==> config.mk <==
export PLATFORM = sky130hd
export DESIGN_NAME = snake_game_ctrl
export DESIGN_NICKNAME = d
export VERILOG_FILES = /design/src/rtl/snake_game_ctrl_pkg.sv /design/src/rtl/snake_game_ctrl_dir_filter.sv /design/src/rtl/snake_game_ctrl.sv
export SDC_FILE = /design/constraint.sdc
export NUM_CORES = 1
export LEC_CHECK = 0
export ABC_AREA = 1
export BUFFER_PORTS_ARGS = -buffer_cell sky130_fd_sc_hd__buf_2
export CORE_MARGIN = 8
export CORE_UTILIZATION = 30
export CTS_CLUSTER_SIZE = 30
export DETAILED_ROUTE_END_ITERATION = 8
export MAX_ROUTING_LAYER = met4
export PLACE_DENSITY = 0.52
export SYNTH_ARGS = -nofsm -noshare
export SYNTH_HDL_FRONTEND = slang
export SYNTH_SLANG_ARGS = --single-unit
export TNS_END_PERCENT = 20
==> constraint.sdc <==
create_clock -name clk -period 4.1 [get_ports clk]
set_clock_uncertainty 0.05 [all_clocks]
set_input_delay 1.025 -clock clk [delete_from_list [all_inputs] [get_ports clk]]
set_output_delay 1.025 -clock clk [all_outputs]
set_load 0.005 [all_outputs]
==> src/rtl/snake_game_ctrl_pkg.sv <==
// Shared direction codes, state encoding and helpers for the snake game-flow controller.
package snake_game_ctrl_pkg;

  localparam logic [4:0] DIR_UP    = 5'b00010;
  localparam logic [4:0] DIR_LEFT  = 5'b00100;
  localparam logic [4:0] DIR_DOWN  = 5'b01000;
  localparam logic [4:0] DIR_RIGHT = 5'b10000;

  localparam int DEF_MAX_SIZE = 16;

  typedef enum logic [2:0] {
    ST_IDLE    = 3'd0,
    ST_PLAY    = 3'd1,
    ST_GROW    = 3'd2,
    ST_RESPAWN = 3'd3,
    ST_OVER    = 3'd4
  } state_e;

  function automatic logic [4:0] dir_opposite(input logic [4:0] d);
    logic [4:0] o;
    o = 5'b00000;
    case (d)
      DIR_UP:    o = DIR_DOWN;
      DIR_DOWN:  o = DIR_UP;
      DIR_LEFT:  o = DIR_RIGHT;
      DIR_RIGHT: o = DIR_LEFT;
      default:   o = 5'b00000;
    endcase
    return o;
  endfunction

endpackage

==> src/rtl/snake_game_ctrl_dir_filter.sv <==
// Direction filter: latches legal one-hot requests into pend_dir and commits them on tick.
module snake_dir_filter
  import snake_game_ctrl_pkg::*;
(
  input  logic       clk,
  input  logic       rst,
  input  logic       clear,
  input  logic [4:0] dir_in,
  input  logic       dir_valid,
  input  logic       tick_en,
  output logic [4:0] dir_out
);

  logic [4:0] pend_q, pend_d;
  logic [4:0] dir_out_q, dir_out_d;
  logic       legal;

  // reversal is judged against the committed heading, not the pending one
  assign legal = $onehot(dir_in) && (dir_in != dir_opposite(dir_out_q));

  always_comb begin
    pend_d    = pend_q;
    dir_out_d = dir_out_q;
    if (clear) begin
      pend_d    = DIR_RIGHT;
      dir_out_d = DIR_RIGHT;
    end else begin
      if (tick_en)            dir_out_d = pend_q;
      if (dir_valid && legal) pend_d    = dir_in;
    end
  end

  always_ff @(posedge clk) begin
    if (rst) begin
      pend_q    <= DIR_RIGHT;
      dir_out_q <= DIR_RIGHT;
    end else begin
      pend_q    <= pend_d;
      dir_out_q <= dir_out_d;
    end
  end

  assign dir_out = dir_out_q;

endmodule

==> src/rtl/snake_game_ctrl.sv <==
// Snake game-flow controller: state sequencing, shift pulse, size/score and apple handshake.
module snake_game_ctrl
  import snake_game_ctrl_pkg::*;
#(
  parameter int MAX_SIZE  = DEF_MAX_SIZE,
  parameter int INIT_SIZE = 1,
  parameter int SIZE_W    = 7,
  parameter int SCORE_W   = 8
) (
  input  logic               clk,
  input  logic               rst,
  input  logic               start,
  input  logic               tick,
  input  logic [4:0]         dir_in,
  input  logic               dir_valid,
  input  logic               good_collision,
  input  logic               bad_collision,
  input  logic               apple_ack,
  output logic               shift_en,
  output logic [4:0]         dir_out,
  output logic               clear_body,
  output logic               apple_req,
  output logic [SIZE_W-1:0]  size,
  output logic [SCORE_W-1:0] score,
  output logic               game_over,
  output logic [2:0]         state
);

  state_e               state_q, state_d;
  logic [SIZE_W-1:0]    size_q, size_d;
  logic [SCORE_W-1:0]   score_q, score_d;
  logic                 good_q, good_d;
  logic                 shift_en_q, shift_en_d;
  logic                 clear;
  logic                 moving;
  logic                 tick_en;
  logic                 good_edge;

  // start low behaves like IDLE immediately so counters are already clean on the IDLE cycle
  assign clear     = !start || (state_q == ST_IDLE);
  assign moving    = (state_q == ST_PLAY) || (state_q == ST_GROW) || (state_q == ST_RESPAWN);
  assign tick_en   = start && moving && tick && !bad_collision;
  assign good_edge = good_collision && !good_q;

  always_comb begin
    state_d = state_q;
    if (!start) begin
      state_d = ST_IDLE;
    end else begin
      case (state_q)
        ST_IDLE:    state_d = ST_PLAY;
        ST_PLAY:    if (bad_collision)  state_d = ST_OVER;
                    else if (good_edge) state_d = ST_GROW;
        ST_GROW:    state_d = bad_collision ? ST_OVER : ST_RESPAWN;
        ST_RESPAWN: if (bad_collision)  state_d = ST_OVER;
                    else if (apple_ack) state_d = ST_PLAY;
        ST_OVER:    state_d = ST_OVER;
        default:    state_d = ST_IDLE;
      endcase
    end
  end

  always_comb begin
    size_d     = size_q;
    score_d    = score_q;
    good_d     = clear ? 1'b0 : good_collision;
    shift_en_d = tick_en;
    if (clear) begin
      size_d  = SIZE_W'(INIT_SIZE);
      score_d = '0;
    end else if (state_q == ST_GROW) begin
      if (size_q != SIZE_W'(MAX_SIZE)) size_d  = size_q + 1'b1;
      if (!(&score_q))                 score_d = score_q + 1'b1;
    end
  end

  always_ff @(posedge clk) begin
    if (rst) begin
      state_q    <= ST_IDLE;
      size_q     <= SIZE_W'(INIT_SIZE);
      score_q    <= '0;
      good_q     <= 1'b0;
      shift_en_q <= 1'b0;
    end else begin
      state_q    <= state_d;
      size_q     <= size_d;
      score_q    <= score_d;
      good_q     <= good_d;
      shift_en_q <= shift_en_d;
    end
  end

  snake_dir_filter u_dir_filter (
    .clk       (clk),
    .rst       (rst),
    .clear     (clear),
    .dir_in    (dir_in),
    .dir_valid (dir_valid && (state_q != ST_OVER)),
    .tick_en   (tick_en),
    .dir_out   (dir_out)
  );

  assign shift_en   = shift_en_q;
  assign clear_body = (state_q == ST_IDLE);
  assign apple_req  = (state_q == ST_RESPAWN);
  assign game_over  = (state_q == ST_OVER);
  assign size       = size_q;
  assign score      = score_q;
  assign state      = state_q;

endmodule
==> results.cfg <==
[status]
status = complete, no violations

[drt]
wire_per_inst_um = 11.4
highest_layer = met4
drc = 0
vias = 1578
vias_per_cell = 4.52
finalWirelength_um = 3990
wl_met3_um = 172
ant_nets = 0
drtIter0Drc = 35
wl_met1_um = 1930
met2_length_um = 1830
drt-pass1-iter-count = 4

[cts]
path_clk_slew_ns = 0.06
cts_root_buf = clkbuf_8
cts_resized = 0
numClockSinks = 30
max-clock-path-buffers = 2
ctsHoldBuffers = 0
cts_max_level = 2
cts_tree = yes
numCtsBuffers = 5
clk_latency_ns = 0.28
post_cts_buffers = 0

[grt]
grt_pass1_vias = 1535
grt_pass1_wl_um = 6910
grt_overflow_total = 0
grt_max_degree = 19
grt_util_all_layers_pct = 10.4
antenna_found_initial = 0

[worst_hold_path]
holdCritPathClass = reg -> reg
min_to = u_dir_filter.pend_q[4]
holdPathStages = 2
worstHoldStart = u_dir_filter.pend_q[4]

[setup_path]
path_cells = buf_2 -> ha_1 -> fa_1 -> inv_1 -> fa_1 -> and3_1 -> nand3_1 -> inv_2 -> a21oi_1 -> nor2_1
slowest_stage = fa_1
worstReg2RegStart = score[0]
crit_path_start_kind = primary input
rr_worst_depth = 8
timing.rr.end = score[1]
ff2ff_setup_slack_ns = 2.51
critPathMaxStageDelay_ns = 0.40
end_kind = register
cp.arrival_ns = 2.85
cp_common_cell = fa_1
cp.required_ns = 4.22
crit_type = in -> reg
worstPathMaxFanout = 10

[synth]
syn_area_per_cell_um2 = 7.17
synthCells = 232
synthArstFlopShare_pct = 0
ys_ff_latch = 30
syn_area_um2 = 1660
synth_edf_count = 0
yosysMostFrequentCell = nand2_1
synth_top_cell_by_area = dfxtp_1
synth_seq_area_share_pct = 36.1
yosysTopAreaCellShare_pct = 36.1
ys_types = 28
netlist_top_cells_count = 40 x nand2_1, 32 x inv_1, 30 x dfxtp_1
yosysWarnings = 0
syn_nets = 252
yosys-top-cells-area = dfxtp_1 36%, nand2_1 9.0%, inv_1 7.2%
ys.flop_type = dfxtp_1

[finish]
layout-drive-gt1-share_pct = 23.1
area_delta_synth_final_pct = 21.1
fillers = 600
final_nets = 297
fin_cells = 349
diodes = 0
final_core_util_pct = 37.0

[floorplan]
rows = 27
die_w_um = 90.5
die_h_um = 90.5
core_um2 = 5440
dieArea_um2 = 8190
initial_core_util_pct = 30.6
ios = 40

[timing]
rsz0062_at_grt = no
fin_crit_sh_pct = 66.4
fmax_ghz = 0.367
fin_setup_tns_ns = 0
tightestPinTransition_ns = 0.403
final_max_slew_viol_count = 0
finalSetupViolCount = 0
max-slew-margin-rel_pct = 73.1
finalCriticalPeriod_ns = 2.72
hold_viol = 0

[power]
p_leak_nw = 0.906
p_per_area_nw_per_um2 = 285
ir_worst_vdd_v = 0.0000896

[placed_design]
dp.cells = 342
port-buffer-count = 39
globalplace.congestion = 0.808
dp_hpwl_um = 3100

[run]
drv_cap = 0
per-stage QoR:
step	hold slack (ns)	cell area, um^2	power [W]	worst slack, ns
after floorplan	0.379	1660	0.000339	1.28
after global placement	0.401	1940	0.000357	1.11
after detailed placement	0.409	1940	0.000358	1.07
after CTS	0.424	2010	0.000586	1.37
after global routing	0.469	2010	0.000604	1.22
final	0.420	2010	0.000574	1.38
layout by cell type, fill, tap and decap left out:
cell and count:
nand2_1 40, buf_2 39, inv_1 32, dfxtp_1 30
nor2_1 27, nand3_1 22, a21oi_1 22, o21ai_0 9
nand4_1 8, inv_2 5, xor2_1 5, ha_1 5
clkbuf_8 5, nand2_2 4, nor2_4 3, xnor2_1 3
nor2_2 2, and3_1 2, fa_1 2, clkbuf_1 2
or2_4 1, nand3_2 1, o22ai_1 1, o21ai_1 1
a21oi_2 1, o21bai_1 1, nor4_4 1, nand2_4 1
inv_4 1, nor3_1 1
worst max-delay path by stage:
stage / startpoint / depth (start not counted) / to
2_1_floorplan: dir_in[0] / 9 / u_dir_filter.pend_q[0]
3_3_place_gp: dir_in[0] / 10 / u_dir_filter.pend_q[2]
3_5_place_dp: dir_in[0] / 10 / u_dir_filter.pend_q[2]
4_1_cts: dir_in[0] / 10 / u_dir_filter.pend_q[2]
5_1_grt: dir_in[0] / 10 / u_dir_filter.pend_q[1]
6_report: dir_in[0] / 10 / u_dir_filter.pend_q[1]
worst max-delay path: cells and delay by family:
kind	cells	cell delay, ns
buf+inv	3	0.27
compound gates	1	0.15
fa+ha+maj	3	1.08
simple gates	3	0.32
per-layer routing:
layer,up-vias,GRT usage [%]
li1,832,-
met1,710,12.3
met2,30,15.9
met3,6,3.16
met4,0,4.99
met5,-,-
kinds of logic after synthesis:
family                     share of synthesized area (%)
buffers and inverters                               9.40
AOI/OAI and AO/OA                                   11.0
and+or+nand+nor                                     33.2
xor gates and xnor gates                            4.21
DFF                                                 36.1
adders and majority gates                           6.17
flip-flops by register name (all words and copies together) (netlist names):
name	flops
good_q	1
score	8
shift_en	1
size	7
state	3
u_dir_filter.dir_out	5
u_dir_filter.pend_q	5
report_power, final:
part,internal (W),switching [W]
Sequential,0.000294,0.00000212
Combinational,0.0000216,0.0000328
Clock,0.000117,0.000107
Total,0.000432,0.000142
cell type report:
type	count	area, um^2	area share [%]
multi-input combinational	163	907	45.0
sequential	30	601	29.8
timing repair buffer	39	195	9.69
inverter	38	145	7.20
tap	72	90.1	4.47
clock buffer	7	76.3	3.79
Power figures use the tool's default switching activity.
